**src/rtl/tt_pkg.sv**
```systemverilog
// rtl/tt_pkg.sv - shared types and constants for the result datapath stages
package tt_pkg;
   localparam int DATA_W     = 8;
   localparam int FRAME_BITS = 10;

   typedef enum logic [1:0] {IDLE, START, DATA, STOP} uart_state_t;
endpackage

```
**src/rtl/sync_fifo.sv**
```systemverilog
// rtl/sync_fifo.sv - circular-buffer FIFO with combinational head read
module sync_fifo #(
   parameter int WIDTH = 8,
   parameter int DEPTH = 4
) (
   input  logic                     clk,
   input  logic                     reset,
   input  logic                     push,
   input  logic [WIDTH-1:0]         din,
   input  logic                     pop,
   output logic [WIDTH-1:0]         dout,
   output logic [$clog2(DEPTH):0]   count,
   output logic                     full,
   output logic                     empty
);
   localparam int PTR_W = $clog2(DEPTH);

   logic [WIDTH-1:0] mem [DEPTH];
   logic [PTR_W-1:0] wr_ptr;
   logic [PTR_W-1:0] rd_ptr;
   logic             do_push;
   logic             do_pop;

   assign full    = (count == (PTR_W+1)'(DEPTH));
   assign empty   = (count == '0);
   assign do_push = push && !full;
   assign do_pop  = pop && !empty;
   assign dout    = mem[rd_ptr];

   // Pointers are exactly PTR_W bits so they wrap on their own at DEPTH.
   always_ff @(posedge clk) begin
      if (reset) begin
         wr_ptr <= '0;
         rd_ptr <= '0;
         count  <= '0;
      end else begin
         if (do_push) wr_ptr <= wr_ptr + 1'b1;
         if (do_pop)  rd_ptr <= rd_ptr + 1'b1;
         case ({do_push, do_pop})
            2'b10:   count <= count + 1'b1;
            2'b01:   count <= count - 1'b1;
            default: count <= count;
         endcase
      end
   end

   always_ff @(posedge clk) begin
      if (do_push) mem[wr_ptr] <= din;
   end
endmodule

```
**src/rtl/result_uart_tx.sv**
```systemverilog
// rtl/result_uart_tx.sv - buffers result bytes and shifts them out as 8N1 serial frames
module result_uart_tx
   import tt_pkg::*;
#(
   parameter int CLKS_PER_BIT = 16,
   parameter int FIFO_DEPTH   = 4
) (
   input  logic                           clk,
   input  logic                           reset,
   input  logic [DATA_W-1:0]              in_data,
   input  logic                           in_valid,
   output logic                           in_ready,
   output logic                           tx,
   output logic                           busy,
   output logic [$clog2(FIFO_DEPTH):0]    fifo_count,
   output logic [7:0]                     frame_count
);
   localparam int BAUD_W = $clog2(CLKS_PER_BIT);

   uart_state_t       state;
   uart_state_t       state_next;
   logic [BAUD_W-1:0] baud_cnt;
   logic [BAUD_W-1:0] baud_next;
   logic [2:0]        bit_idx;
   logic [2:0]        bit_next;
   logic [DATA_W-1:0] shift;
   logic [DATA_W-1:0] shift_next;
   logic [7:0]        frame_next;
   logic              tx_next;
   logic              push;
   logic              pop;
   logic [DATA_W-1:0] fifo_dout;
   logic              fifo_full;
   logic              fifo_empty;
   logic              baud_done;
   logic              last_bit;

   assign in_ready  = !fifo_full && !reset;
   assign push      = in_valid && in_ready;
   assign baud_done = (baud_cnt == BAUD_W'(CLKS_PER_BIT - 1));
   assign last_bit  = (bit_idx == 3'(FRAME_BITS - 3));
   assign busy      = (state != IDLE);

   sync_fifo #(.WIDTH(DATA_W), .DEPTH(FIFO_DEPTH)) u_fifo (
      .clk   (clk),
      .reset (reset),
      .push  (push),
      .din   (in_data),
      .pop   (pop),
      .dout  (fifo_dout),
      .count (fifo_count),
      .full  (fifo_full),
      .empty (fifo_empty)
   );

   always_ff @(posedge clk) begin
      if (reset) state <= IDLE;
      else       state <= state_next;
   end

   always_comb begin
      state_next = state;
      case (state)
         IDLE:    if (!fifo_empty) state_next = START;
         START:   if (baud_done) state_next = DATA;
         DATA:    if (baud_done && last_bit) state_next = STOP;
         STOP:    if (baud_done) state_next = fifo_empty ? IDLE : START;
         default: state_next = IDLE;
      endcase
   end

   // Every state change out of a timed state lands on baud_done, so the
   // baud counter only needs clearing there and while idle.
   always_comb begin
      pop        = 1'b0;
      baud_next  = baud_cnt + 1'b1;
      bit_next   = bit_idx;
      shift_next = shift;
      frame_next = frame_count;
      if (state == IDLE || baud_done) baud_next = '0;
      case (state)
         IDLE: begin
            if (!fifo_empty) begin
               pop        = 1'b1;
               shift_next = fifo_dout;
            end
         end
         START: if (baud_done) bit_next = '0;
         DATA: begin
            if (baud_done) begin
               shift_next = shift >> 1;
               bit_next   = bit_idx + 3'd1;
            end
         end
         STOP: begin
            if (baud_done) begin
               frame_next = frame_count + 8'd1;
               if (!fifo_empty) begin
                  pop        = 1'b1;
                  shift_next = fifo_dout;
               end
            end
         end
         default: ;
      endcase
      case (state_next)
         START:   tx_next = 1'b0;
         DATA:    tx_next = shift_next[0];
         default: tx_next = 1'b1;
      endcase
   end

   always_ff @(posedge clk) begin
      if (reset) begin
         baud_cnt    <= '0;
         bit_idx     <= '0;
         shift       <= '0;
         tx          <= 1'b1;
         frame_count <= '0;
      end else begin
         baud_cnt    <= baud_next;
         bit_idx     <= bit_next;
         shift       <= shift_next;
         tx          <= tx_next;
         frame_count <= frame_next;
      end
   end
endmodule

```
**config.mk**
```make
export PLATFORM = sky130hd
export DESIGN_NAME = result_uart_tx
export DESIGN_NICKNAME = d
export VERILOG_FILES = /design/src/rtl/tt_pkg.sv /design/src/rtl/sync_fifo.sv /design/src/rtl/result_uart_tx.sv
export SDC_FILE = /design/constraint.sdc
export NUM_CORES = 1
export LEC_CHECK = 0
export ABC_AREA = 1
export ABC_CLOCK_PERIOD_IN_PS = 2900
export CORE_AREA = 2 2 81 121
export CTS_BUF_LIST = sky130_fd_sc_hd__clkbuf_2
export CTS_CLUSTER_DIAMETER = 40
export DETAILED_ROUTE_END_ITERATION = 8
export DIE_AREA = 0 0 83 123
export SLEW_MARGIN = 15
export SYNTH_ARGS = -nofsm -noshare
export SYNTH_HDL_FRONTEND = slang
export SYNTH_HIERARCHICAL = 1
export SYNTH_SLANG_ARGS = --single-unit
```
**constraint.sdc**
```tcl
create_clock -name clk -period 2.9 [get_ports clk]
set_clock_uncertainty 0.2 [all_clocks]
set_input_delay 0.29 -clock clk [delete_from_list [all_inputs] [get_ports clk]]
set_output_delay 0.29 -clock clk [all_outputs]
set_load 0.01 [all_outputs]
```
==> impl_metrics.csv, run 1 <==
group,metric,value,unit
status,outcome,"complete, no violations",
critical_path,reg2reg_depth,15,
power,irDropWorstVdd,0.3026,mV
critical_path,path_common_cell,"inv_1",
critical_path,cp_slowest_stage_delay,0.40,ns
sta,min_period,2.654,ns
logic_synthesis,yosysTopAreaCellShare,30.63,%
floorplanning,fp.dieH,123,um
floorplanning,rows,43,
critical_path,critPathMaxFanout,6,
floorplanning,die_area,10210,um^2
clock_tree,clock-sinks,67,
global_routing,grt_util_all_layers,13.14,%
critical_path,r2r_slack,0.25,ns
place,placed_area,3550,um^2
sta,finalCritPeriodShare,91.53,%
logic_synthesis,yosys_warnings,6,
logic_synthesis,syn_area,3137,um^2
power,p_int,1673,uW
clock_tree,clk_latency,0.49,ns
global_routing,grt_pass1_vias,2290,
min_path,hp-start,"in_data[5]",
clock_tree,cts_tree,"yes",
sta,worst_slew_pin_slew,0.4507,ns
clock_tree,root_buffer,"clkbuf_2",
power,switching_share,36.82,%
power,power_density,719.0,nW/um^2
detailed_routing,wl_per_cell,12.36,um
logic_synthesis,synthCells,352,
power,combPwrFrac,35.8,%
logic_synthesis,syn_nets,377,
logic_synthesis,ys_seq_area_share,52.97,%
sta,hold_viol,0,
place,dpl_worst_slack,0.1593,ns
sta,fin_hold_ws,0.2057,ns
power,clkPwrFrac,20.1,%
critical_path,r2r-start,"baud_cnt[0]",
clock_tree,cts_buffers,9,
power,switchingPower,974.9,uW
detailed_routing,drtPass1Iterations,4,
sta,grt_setup_unrepaired,"false",
clock_tree,clockBufferDepth,2,
detailed_routing,dr.first_iter.drc_count,101,
cells_and_area,regArea,1663,um^2
cells_and_area,nets,418,
cells_and_area,fillCellCount,926,
critical_path,critPathRequiredTime,3.14,ns
floorplanning,io_pins,25,
logic_synthesis,syn_avg_cell_area,8.911,um^2
critical_path,crit_chain,"ha_2 > nand3_4 > nor2_8 > nor2_2 > nor3_2 > inv_1 > nor2_1 > ha_1 > inv_1 > fa_1 > nand2_1 > nand3_1 > nand2_1 > inv_1 > nor2_1",
cells_and_area,multi_input_area,1275,um^2
detailed_routing,ant_nets,0,
clock_tree,htree_levels,3,
cells_and_area,layout-drive-gt1-share,12.06,%
global_routing,overflow,0,
power,p_leak,0.001453,uW
global_routing,grt_pass1_wl,10.49,mm
logic_synthesis,yosys.area.top_type,"edfxtp_1",
sta,fmaxAchievable,0.3767,GHz
cells_and_area,stdcell_area,3682,um^2
global_routing,grt_max_degree,18,
sta,setup_viol,0,
min_path,min_path_type,"in2reg",
critical_path,end_kind,"register",
min_path,hold_depth,1,
critical_path,critPathLaunch,"baud_cnt[0]",
detailed_routing,drc,0,
detailed_routing,wl,6.302,mm
place,numPortBuffers,24,
sta,setup_ws,0.2455,ns
clock_tree,ctsHoldBuffers,0,
run,cap_viol_max_count,0,
floorplanning,die_w,83,um
critical_path,path_class,"reg2reg",
logic_synthesis,netlist_top_cells_area,"edfxtp_1 31%, dfxtp_1 22%, nand2_1 8.1%, ha_1 5.2%, inv_1 5.1%",
sta,maxSlewHeadroom,69.95,%
logic_synthesis,synthDistinctLibCells,35,
floorplanning,start_util,34.09,%
cells_and_area,area_growth,17.39,%
critical_path,arrival,2.90,ns
sta,tns,0,ns
critical_path,critPathSlowestCell,"fa_1",
critical_path,start_kind,"register",
cells_and_area,antenna_cells,0,
sta,slew_violations,0,
power,power.share.sequential,44.1,%
critical_path,rr_endpoint,"u_fifo/count[2]",
floorplanning,core-area,9200,um^2
place,place.gp.congestion,0.7783,
min_path,hold_end,"u_fifo/mem[0][5]",
detailed_routing,vias_per_cell,4.731,
logic_synthesis,synth-seq-cells,67,
detailed_routing,vias,2413,
clock_tree,cts.clk_slew.worst_paths,0.18,ns
global_routing,antenna_found_initial,0,
place,place_hpwl,4.585,mm
## cells in the final DEF (no fill, tap or decap), types with 2 or more instances in the layout
| master | Yosys | routed |
|---|---|---|
| nor3_1 | 4 | 3 |
| inv_2 | 2 | 2 |
| a21oi_1 | 23 | 23 |
| nand3_1 | 12 | 12 |
| nor2_4 | 3 | 3 |
| inv_1 | 43 | 43 |
| nand2_1 | 68 | 68 |
| edfxtp_1 | 32 | 32 |
| nand2_2 | 2 | 2 |
| nor2_1 | 42 | 42 |
| clkdlybuf4s50_1 | 0 | 24 |
| nor2_2 | 5 | 5 |
| dfxtp_1 | 35 | 34 |
| clkbuf_2 | 0 | 11 |
| o21ai_1 | 3 | 3 |
| nand4_1 | 2 | 2 |
| o21ai_2 | 3 | 3 |
| clkinv_1 | 1 | 3 |
| o21ai_0 | 26 | 26 |
| o22ai_1 | 13 | 13 |
| nor3b_1 | 3 | 3 |
| buf_4 | 0 | 11 |
| ha_1 | 13 | 12 |
## worst max path at each step
stage / to / slack [ns] / cells after the start
after floorplan: u_fifo/count[2] / 0.28 / 17
after global placement: u_fifo/count[2] / 0.26 / 16
after global routing: u_fifo/count[2] / 0.004 / 15
after detailed placement: u_fifo/count[2] / 0.16 / 15
after CTS: u_fifo/count[2] / 0.11 / 15
final: u_fifo/count[2] / 0.25 / 15
## cell families (layout without fill, tap and decap cells)
logic type | after synthesis | after routing | synth area share (%)
DFF | 67 | 67 | 52.97
adders and majority gates | 14 | 14 | 5.824
buffers and inverters | 51 | 97 | 6.621
and+or+nand+nor | 148 | 148 | 21.82
AOI/OAI and AO/OA | 71 | 71 | 12.49
xor gates and xnor gates | 1 | 1 | 0.2793
## synthesized netlist by cell type (all sizes together)
library cell   n
buf            3
o22ai         13
or2            2
a21boi         1
nor3           4
inv           45
xor2           1
nor2          51
o21ai         32
nand4          2
a311oi         1
nand2         71
dfxtp         35
nor3b          3
nand3b         1
clkbuf         2
ha            13
a21oi         23
fa             1
o21bai         1
clkinv         1
nand3         14
edfxtp        32
## routing by layer
layer / GRT usage (%) / part of all wire [%]
met1: 14.11 / 44
met2: 23.94 / 52
met3: 3.605 / 2.8
met4: 6.148 / 1.4
met5: 0 / 0
## final cells by class
| type | count | share of cell area [%] |
|---|---|---|
| Inverter | 46 | 4.689 |
| Timing Repair Buffer | 35 | 8.767 |
| Multi-Input combinational cell | 234 | 34.62 |
| Sequential cell | 67 | 45.16 |
| Clock buffer | 11 | 1.495 |
| Tap cell | 112 | 3.806 |
| Clock inverter | 5 | 1.461 |
## metrics by stage
step | power (uW) | utilization [%] | instances
3_5_place_dp | 2126 | 38.58 | 492
5_1_grt | 2861 | 40.02 | 510
6_report | 2648 | 40.02 | 510
3_3_place_gp | 2110 | 38.58 | 492
2_1_floorplan | 1867 | - | 352
4_1_cts | 2670 | 39.77 | 508
## power by group through the flow
stage / logic [uW] / clock network, uW / registers, uW
2_1_floorplan: 676 / 0 / 1190
3_3_place_gp: 925 / 0 / 1190
3_5_place_dp: 936 / 0 / 1190
4_1_cts: 942 / 560 / 1170
5_1_grt: 1080 / 601 / 1180
6_report: 947 / 533 / 1170
## registers in the layout, indices dropped and copies added (netlist names), named ones only
name           cells
u_fifo/rd_ptr      2
u_fifo/mem        32
frame_count        8
baud_cnt           4
u_fifo/count       3
tx                 1
shift              8
state              2
bit_idx            3
u_fifo/wr_ptr      2
## critical path: cells and delay by family, from the launching register on
kind | cells | cell delay [ns]
AND/OR/NAND/NOR | 9 | 1.03
adder cells (fa/ha/maj) | 3 | 0.81
flip-flops | 1 | 0.39
buffers and inverters | 3 | 0.17
## what timing repair did
item	in CTS	in global routing
buffers inserted	0	2
resized for setup	0	3
setup endpoints to repair	0	1
(Power assumes the default switching activity.)
==> run 2, diff against run 1 <==
--- a/config.mk
+++ b/config.mk
@@ -10,9 +10,10 @@
 export CORE_AREA = 2 2 81 121
 export CTS_BUF_LIST = sky130_fd_sc_hd__clkbuf_2
 export CTS_CLUSTER_DIAMETER = 40
+export CTS_CLUSTER_SIZE = 10
 export DETAILED_ROUTE_END_ITERATION = 8
 export DIE_AREA = 0 0 83 123
-export SLEW_MARGIN = 15
+export SLEW_MARGIN = 20
 export SYNTH_ARGS = -nofsm -noshare
 export SYNTH_HDL_FRONTEND = slang
 export SYNTH_HIERARCHICAL = 1
==> results of run 2 <==
The final DEF is identical to that of run 1; final timing and power are the same.
==> run 3, diff against run 2 <==
--- a/config.mk
+++ b/config.mk
@@ -7,12 +7,12 @@
 export LEC_CHECK = 0
 export ABC_AREA = 1
 export ABC_CLOCK_PERIOD_IN_PS = 2900
-export CORE_AREA = 2 2 81 121
+export CORE_AREA = 2 2 72 108
 export CTS_BUF_LIST = sky130_fd_sc_hd__clkbuf_2
 export CTS_CLUSTER_DIAMETER = 40
 export CTS_CLUSTER_SIZE = 10
 export DETAILED_ROUTE_END_ITERATION = 8
-export DIE_AREA = 0 0 83 123
+export DIE_AREA = 0 0 74 110
 export SLEW_MARGIN = 20
 export SYNTH_ARGS = -nofsm -noshare
 export SYNTH_HDL_FRONTEND = slang
==> run 3 against run 2 <==
  * Worst hold slack got worse by 0.018 ns
  * Die area shrank 20%
  * Worst setup slack gained 0.054 ns
  * Power is 3.6% higher
  * Final area about the same
  * Critical path depth up 1
  * Non-clock buffer count down 2
  * Maximum frequency grew 2.1%
  * Sequential power about the same
  * Register-to-register slack better by 0.05 ns
  * Cell count down 2.7%
  * Core utilization grew 11 points
==> impl_metrics.csv, run 3 (same netlist as run 1, synthesis figures left out) <==
group,metric,value,unit
global_routing,grt_pass1_vias,2281,
clock_tree,cts_setup_buffers,0,
floorplanning,start_util,43.69,%
floorplanning,rows,38,
cells_and_area,layout-drive-gt1-share,11.87,%
global_routing,grt_pass1_wl,10.23,mm
sta,maxSlewHeadroom,69.24,%
clock_tree,root_buffer,"clkbuf_2",
floorplanning,io_pins,25,
floorplanning,die_w,74,um
run,cap_viol_max_count,0,
sta,setup_viol,0,
critical_path,start_kind,"register",
power,power_density,744.6,nW/um^2
cells_and_area,reg_top3,"u_fifo/mem (32), frame_count (8), shift (8)",
clock_tree,cts.clk_slew.worst_paths,0.21,ns
detailed_routing,wl_per_cell,12.09,um
detailed_routing,wl,5.996,mm
clock_tree,clock-sinks,67,
clock_tree,clk_latency,0.52,ns
clock_tree,cts_tree,"yes",
place,place_hpwl,4.320,mm
place,placed_area,3535,um^2
floorplanning,die_area,8140,um^2
detailed_routing,dr.first_iter.drc_count,131,
critical_path,critPathRequiredTime,3.15,ns
power,p_leak,0.001457,uW
min_path,min_path_type,"in2reg",
critical_path,path_class,"reg2reg",
critical_path,arrival,2.85,ns
floorplanning,fp.dieH,110,um
sta,tns,0,ns
global_routing,grt_max_degree,18,
global_routing,overflow,0,
sta,hold_viol,0,
cells_and_area,final_cell_mix,"68 x nand2_1, 43 x inv_1, 42 x nor2_1",
cells_and_area,fillCellCount,694,
critical_path,r2r_slack,0.30,ns
power,irDropWorstVdd,0.4813,mV
cells_and_area,final_common_cell,"nand2_1",
clock_tree,clockBufferDepth,2,
sta,fin_hold_ws,0.1877,ns
detailed_routing,vias_per_cell,4.825,
detailed_routing,drc,0,
detailed_routing,vias,2393,
sta,worst_slew_pin_slew,0.4613,ns
detailed_routing,drtPass1Iterations,4,
cells_and_area,antenna_cells,0,
floorplanning,core-area,7179,um^2
place,place.gp.congestion,0.7852,
detailed_routing,ant_nets,0,
place,numPortBuffers,24,
global_routing,antenna_found_initial,0,
clock_tree,ctsHoldBuffers,0,
sta,grt_setup_unrepaired,"false",
clock_tree,htree_levels,3,
cells_and_area,largest_reg_flops,32,
sta,slew_violations,0,
sta,min_period,2.600,ns
sta,finalCritPeriodShare,89.67,%
status,outcome,"complete, no violations",
cells_and_area,area_growth,17.47,%
critical_path,end_kind,"register",
global_routing,grt_util_all_layers,16.63,%
sta,fmaxAchievable,0.3846,GHz
cells_and_area,top_register,"u_fifo/mem",
critical_path,critPathMaxFanout,8,
clock_tree,cts_buffers,9,
cells_and_area,nets,416,
cells_and_area,stdcell_area,3685,um^2
run 3: repair_timing:
action | 4_1_cts | 5_1_grt
hold endpoints to repair | 0 | 0
resized for setup | 0 | 2
setup endpoints to repair | 0 | 1
run 3: worst max-delay path, cell delays in order, from the launching register on:
cell	delay, ns
dfxtp_1	0.40
ha_1	0.27
nand3_4	0.15
nor2_8	0.12
nor2_2	0.08
nor3_2	0.20
inv_1	0.06
nor2_1	0.11
ha_1	0.17
inv_1	0.07
fa_1	0.38
inv_1	0.06
nand2_1	0.06
nand3_1	0.07
nand2_1	0.05
inv_1	0.06
nor2_1	0.04
run 3: final timing paths:
path / to / cells past startpoint / from
hold / removal: u_fifo/mem[1][1] / 1 / in_data[1]
setup reg to reg: u_fifo/count[2] / 16 / baud_cnt[0]
setup / recovery: u_fifo/count[2] / 16 / baud_cnt[0]
hold reg to reg: baud_cnt[0] / 1 / baud_cnt[0]
run 3: area by class of cell:
cell class                      instances  area [um^2]  share of cell area (%)
Timing Repair Buffer                   33        307.8                   8.353
Multi-Input combinational cell        234         1272                   34.53
Sequential cell                        67         1663                   45.13
Clock inverter                          7        98.84                   2.683
Tap cell                              100        125.1                   3.396
Clock buffer                            9        45.04                   1.222
Inverter                               46        172.7                   4.686
run 3: through the flow:
| step | setup slack, ns | power, uW | std cells | utilization, % |
|---|---|---|---|---|
| final | 0.2997 | 2744 | 496 | 51.32 |
| after global routing | 0.06805 | 2966 | 496 | 51.32 |
| after CTS | 0.1929 | 2767 | 496 | 51.24 |
| after detailed placement | 0.1891 | 2123 | 480 | 49.23 |
| after global placement | 0.2679 | 2112 | 480 | 49.23 |
| after floorplan | 0.2833 | 1867 | 352 | - |
run 3: routing by layer:
metal / track usage, % / vias to the layer above / routed length, um / share of wire, %
met3: 3.273 / 8 / 191 / 3.2
li1: - / 1245 / - / -
met2: 28.25 / 33 / 3055 / 51
met5: 0 / - / 0 / 0
met4: 8.571 / 0 / 110 / 1.8
met1: 19.59 / 1107 / 2637 / 44
run 3: power breakdown:
| part | total [uW] | internal (uW) | switching (uW) |
|---|---|---|---|
| registers | 1170 | 1110 | 59.9 |
| logic | 934 | 358 | 576 |
| clock network | 644 | 290 | 354 |
